### src/rtl/div_issue_ctrl.sv
// Issue controller for the iterative divider: latches DIV/DIVU operands, stalls EX
// until {HI,LO} is written once, and drains the divider safely on a pipeline flush.
module div_issue_ctrl #(
  parameter int TIMEOUT = 64,
  parameter int TO_W    = 7
) (
  input  logic        cpu_clk_75M,
  input  logic        cpu_rst_n,
  input  logic        ex_div_req,
  input  logic        ex_div_signed,
  input  logic [31:0] ex_opdata1,
  input  logic [31:0] ex_opdata2,
  input  logic        flush_i,
  output logic        div_start,
  output logic        signed_div_o,
  output logic [31:0] div_opdata1_o,
  output logic [31:0] div_opdata2_o,
  input  logic [63:0] div_result_i,
  input  logic        div_ready_i,
  output logic        stall_req,
  output logic        hilo_we,
  output logic [31:0] hi_o,
  output logic [31:0] lo_o,
  output logic        div_err
);

  typedef enum logic [1:0] {
    IDLE    = 2'd0,
    BUSY    = 2'd1,
    RELEASE = 2'd2,
    DRAIN   = 2'd3
  } state_e;

  localparam logic [TO_W-1:0] TO_VAL = TO_W'(TIMEOUT);

  state_e          state_q, state_d;
  logic [TO_W-1:0] wd_q, wd_d;
  logic            div_start_q, div_start_d;
  logic            sign_q, sign_d;
  logic [31:0]     op1_q, op1_d;
  logic [31:0]     op2_q, op2_d;
  logic            we_q, we_d;
  logic [31:0]     hi_q, hi_d;
  logic [31:0]     lo_q, lo_d;
  logic            err_q, err_d;
  logic            timeout;
  logic            accept;
  logic            stall_raw;

  assign timeout = (wd_q == TO_VAL);
  assign accept  = (state_q == IDLE) && ex_div_req && !flush_i;

  always_ff @(posedge cpu_clk_75M or negedge cpu_rst_n) begin
    if (!cpu_rst_n) begin
      state_q <= IDLE;
    end else begin
      state_q <= state_d;
    end
  end

  always_comb begin
    state_d = state_q;
    case (state_q)
      IDLE: begin
        if (accept) state_d = BUSY;
      end
      BUSY: begin
        // A ready result always ends BUSY; a flush without it must wait in DRAIN.
        if (div_ready_i)  state_d = RELEASE;
        else if (flush_i) state_d = DRAIN;
        else if (timeout) state_d = RELEASE;
      end
      RELEASE: state_d = IDLE;
      DRAIN: begin
        if (div_ready_i || timeout) state_d = RELEASE;
      end
      default: state_d = IDLE;
    endcase
  end

  always_comb begin
    div_start_d = div_start_q;
    sign_d      = sign_q;
    op1_d       = op1_q;
    op2_d       = op2_q;
    hi_d        = hi_q;
    lo_d        = lo_q;
    we_d        = 1'b0;
    err_d       = 1'b0;
    wd_d        = wd_q;
    stall_raw   = 1'b0;
    case (state_q)
      IDLE: begin
        if (accept) begin
          stall_raw   = 1'b1;
          sign_d      = ex_div_signed;
          op1_d       = ex_opdata1;
          op2_d       = ex_opdata2;
          div_start_d = 1'b1;
          wd_d        = '0;
        end
      end
      BUSY: begin
        stall_raw = 1'b1;
        wd_d      = wd_q + 1'b1;
        if (div_ready_i) begin
          div_start_d = 1'b0;
          if (!flush_i) begin
            we_d = 1'b1;
            hi_d = div_result_i[63:32];
            lo_d = div_result_i[31:0];
          end
        end else if (flush_i) begin
          // div_start stays high: the divider only honours DivStop once it finishes.
          wd_d = '0;
        end else if (timeout) begin
          div_start_d = 1'b0;
          err_d       = 1'b1;
        end
      end
      DRAIN: begin
        wd_d = wd_q + 1'b1;
        if (div_ready_i || timeout) begin
          div_start_d = 1'b0;
          err_d       = !div_ready_i;
        end
      end
      default: ;
    endcase
  end

  always_ff @(posedge cpu_clk_75M or negedge cpu_rst_n) begin
    if (!cpu_rst_n) begin
      wd_q        <= '0;
      div_start_q <= 1'b0;
      sign_q      <= 1'b0;
      op1_q       <= '0;
      op2_q       <= '0;
      we_q        <= 1'b0;
      hi_q        <= '0;
      lo_q        <= '0;
      err_q       <= 1'b0;
    end else begin
      wd_q        <= wd_d;
      div_start_q <= div_start_d;
      sign_q      <= sign_d;
      op1_q       <= op1_d;
      op2_q       <= op2_d;
      we_q        <= we_d;
      hi_q        <= hi_d;
      lo_q        <= lo_d;
      err_q       <= err_d;
    end
  end

  // The request-cycle stall is combinational, so it is masked while reset is held.
  assign stall_req     = stall_raw && cpu_rst_n;
  assign div_start     = div_start_q;
  assign signed_div_o  = sign_q;
  assign div_opdata1_o = op1_q;
  assign div_opdata2_o = op2_q;
  assign hilo_we       = we_q;
  assign hi_o          = hi_q;
  assign lo_o          = lo_q;
  assign div_err       = err_q;

endmodule

### config.mk
export PLATFORM = sky130hd
export DESIGN_NAME = div_issue_ctrl
export DESIGN_NICKNAME = d
export VERILOG_FILES = /design/src/rtl/div_issue_ctrl.sv
export SDC_FILE = /design/constraint.sdc
export NUM_CORES = 1
export LEC_CHECK = 0
export ABC_CLOCK_PERIOD_IN_PS = 3500
export BUFFER_PORTS_ARGS = -buffer_cell sky130_fd_sc_hd__buf_4
export CAP_MARGIN = 20
export CORE_MARGIN = 8
export CORE_UTILIZATION = 50
export DETAILED_ROUTE_END_ITERATION = 12
export MAX_ROUTING_LAYER = met4
export PLACE_DENSITY = 0.86
export SLEW_MARGIN = 20
export SYNTH_ARGS = -nofsm -noshare
export SYNTH_HDL_FRONTEND = slang
export SYNTH_SLANG_ARGS = --single-unit
### constraint.sdc
create_clock -name cpu_clk_75M -period 3.5 [get_ports cpu_clk_75M]
set_clock_uncertainty 0.15 [all_clocks]
set_input_delay 0.175 -clock cpu_clk_75M [delete_from_list [all_inputs] [get_ports cpu_clk_75M]]
set_output_delay 0.175 -clock cpu_clk_75M [all_outputs]
set_load 0.03 [all_outputs]
==> results.md <==
- Seq pwr share: between 30% and 40%
- Post-DRT Antenna Nets: 0
- Top FF cell, synth: dfrtp_1
- Ys Warns: 0
- Hold WS: between 0.2 and 0.25 ns
- CTS tree: yes
- Area grow syn2layout: 74.99%
- Sequential standard cell area: 3528 um^2
- Final Hold Vio Count: 0
- Combinational Power Share: between 40% and 50%
- Die X: around 120 um
- DR DRC count: 0
- Outcome: finished clean
- Clock Tree Root: clkbuf_8
- Fillers: 412
- Sw frac: approximately two fifths
- Critical path capture point type: flop
- VDD IR max: approximately 560 uV
- CP bufs+invs: 1
- Initial DRT Pass Iterations: 8
- Std-Cell Rows: 38
- Layout Nets: just over 1000
- Die Ht: about 120 um
- WP data arrival: ~2.8 ns
- Gpl congestion: ~0.83
- Final wirelength: ~23000 um
- Clock sink count: around 140
- Post-synthesis area per instance: 11.41 um^2
- WS Path Type: flop to flop
- Unrepaired setup endpoints after global routing: no
- Vias per cell: 5.278
- Setup TNS Final: 0 ns
- Fmax: between 300 and 400 MHz
- Rel. slew slack: 46.44%
- Commonest cells post-synth: nand2_1 (200), dfrtp_1 (141), mux2_2 (64)
- Die Area: roughly 15000 um^2
- Final min period: around 2.5 ns
- DP Worst Slack: around 1.1 ns
- Clk_lat worst skew: around 0.52 ns
- DP HPWL: between 10000 and 15000 um
- Starting DRT DRC Count: roughly 530
- Placed cells: 869
- Ports: roughly 270
- Total Power: between 8000 and 9000 uW
- Wire length on met2: 12520 um
- Share of the synthesized area in the top cell type: around 64%
- Ratio of cells with drive above 1 in the final layout: between 40 and 50%
- Register area share after synthesis: around 64%
- FF-to-FF path depth: 4
- Count leader, synth: nand2_1
- MaxCap Viol Count: 0
- Psw: around 3600 uW
- Top cells by area, synth: dfrtp_1 (64%), nand2_1 (14%), mux2_2 (13%), buf_2 (1.2%), nand3_1 (0.91%)
- Async SR Flop Fraction: between 90% and 100%
- Uppermost layer routed: met4
- Count of final setup violators: 0
- Max FO, Critical Path: 38
- Met3 WL: 1631 um
- Max stage delay on crit path: around 1.1 ns
- Min-delay worst type: input pin to flop
- Clock power frac: 22.4%
- Number of stages on the worst setup path: 4
- Tcrit/Tclk final: ~72%
- Post-Layout Cell Count: 1040
- CP cell instances: or4b_2 > buf_4 > nand2_1 > o21bai_1
- Footprint of the multi-input gates: approximately 1800 um^2
- Clk buf depth: 2
- CP top delay family: simple AND/OR/NAND/NOR gates
- LEAKAGE: 0.004873 uW
- Clk slew on worst S/H paths: ~0.060 ns
- Vias in the first global route: 6157
- Slowest CP cell: or4b_2
- Routed WL per cell: 22.50 um
- Largest net degree at the start of global routing: ~60
- Req. time, crit path: approximately 3.8 ns
- Internal power: approximately 5100 uW
- Post-synth EDFFs: 0
- Pwr/cell area: slightly above 900 nW/um^2
- Initial antenna violation count: 3
- # port buffers: approximately 270
- Number of distinct library cells after synthesis: 30
- Slew at the pin closest to its max-slew limit: roughly 0.8 ns
- Core Box Area: 10790 um^2
- Final worst slack: roughly 0.97 ns
- Initial Util: approximately half
- Post-Syn Area: approximately 5500 um^2
- Met1 wire length: roughly 8300 um
- Vias: between 5000 and 6000
- Total gr overflow: 0
- CP startpoint kind: flop
- Mapped Cells: 481
- Mapped Nets: 617
- Total CTS buffers: 17
- Total track usage: ~33%
- Cell accounting for the most synthesized area: dfrtp_1
- Worst Hold Depth: 4
- First-pass GRT wire length: approximately 36000 um
- #FFs+latches synth: 141
- Fin. max-slew vios: 0
- # H-tree levels: 4
==> stage by stage <==
step / utilization (%) / cell area [um^2]
2_1_floorplan: - / 5488
3_3_place_gp: 70.33 / 7591
3_5_place_dp: 70.33 / 7591
4_1_cts: 88.91 / 9595
5_1_grt: 88.98 / 9603
6_report: 88.98 / 9603
==> worst reg2reg max path, stage by stage, from the launching register on <==
cell	delay [ns]
dfrtp_1	0.48
or4b_2	1.10
buf_4	0.41
nand2_1	0.14
o21bai_1	0.15
==> metal layers <==
metal	global-route usage, %	vias up
li1	-	2366
met2	57.52	350
met1	34.00	2687
met4	17.56	0
met3	8.578	86
met5	-	-
==> cells by family (layout without fill, tap and decap cells) <==
kind of cell,Yosys count,after routing,share of synthesized area [%]
flops,141,141,64.30
fa+ha+maj,2,2,0.4559
mux,68,68,13.86
compound gates,14,14,1.756
simple gates,225,225,16.80
buf+inv,31,447,2.827
other cells,0,3,0
==> power by group through the flow <==
stage | combinational [uW] | clock (uW) | sequential, uW
after floorplan | 736 | 0 | 4070
after global placement | 3570 | 0 | 2720
after detailed placement | 3660 | 0 | 2760
after CTS | 3800 | 1940 | 2750
after global routing | 4060 | 2050 | 2920
final | 3900 | 1960 | 2870
==> final timing paths <==
path,startpoint,slack (ns),end
max,state_q[0],0.97,state_q[0]
min,ex_opdata1[7],0.24,div_opdata1_o[7]
max reg2reg,state_q[0],0.97,state_q[0]
min reg2reg,div_opdata1_o[26],0.33,div_opdata1_o[26]
max in group asynchronous,cpu_rst_n,1.37,lo_o[19]
min in group asynchronous,cpu_rst_n,0.52,lo_o[22]
==> sequential cells by signal (all words and copies together), names as in the netlist <==
| signal | flops |
|---|---|
| hi_o | 32 |
| div_opdata1_o | 32 |
| hilo_we | 1 |
| div_err | 1 |
| signed_div_o | 1 |
| wd_q | 7 |
| lo_o | 32 |
| state_q | 2 |
| div_start | 1 |
| div_opdata2_o | 32 |
==> area by class of cell <==
| cell class | count | area share [%] |
|---|---|---|
| diodes | 3 | 0.07818 |
| clock buffers | 24 | 5.107 |
| clock inverters | 8 | 1.590 |
| inverters | 6 | 0.2345 |
| multi-input cells | 309 | 18.87 |
| flip-flops and latches | 141 | 36.74 |
| well taps | 140 | 1.824 |
| repair buffers | 409 | 35.56 |
==> cell usage in the layout (no fill, tap or decap), types with 4 or more instances in the layout <==
master / synthesis / final
a21oi_1: 5 / 5
buf_4: 6 / 272
nand2_1: 200 / 200
clkbuf_8: 0 / 6
inv_1: 6 / 6
mux2i_1: 4 / 4
dfrtp_1: 141 / 141
bufinv_16: 0 / 4
nand3_1: 10 / 10
dlygate4sd3_1: 0 / 136
clkbuf_16: 0 / 16
mux2_2: 64 / 64
==> repair_timing <==
item / CTS / global route
setup endpoints to repair: 0 / 0
buffers inserted: 0 / 0
hold buffers: 136 / 0
resized for setup: 0 / 0
hold endpoints to repair: 219 / 0
No activity file was read; power rests on OpenSTA's default activity.
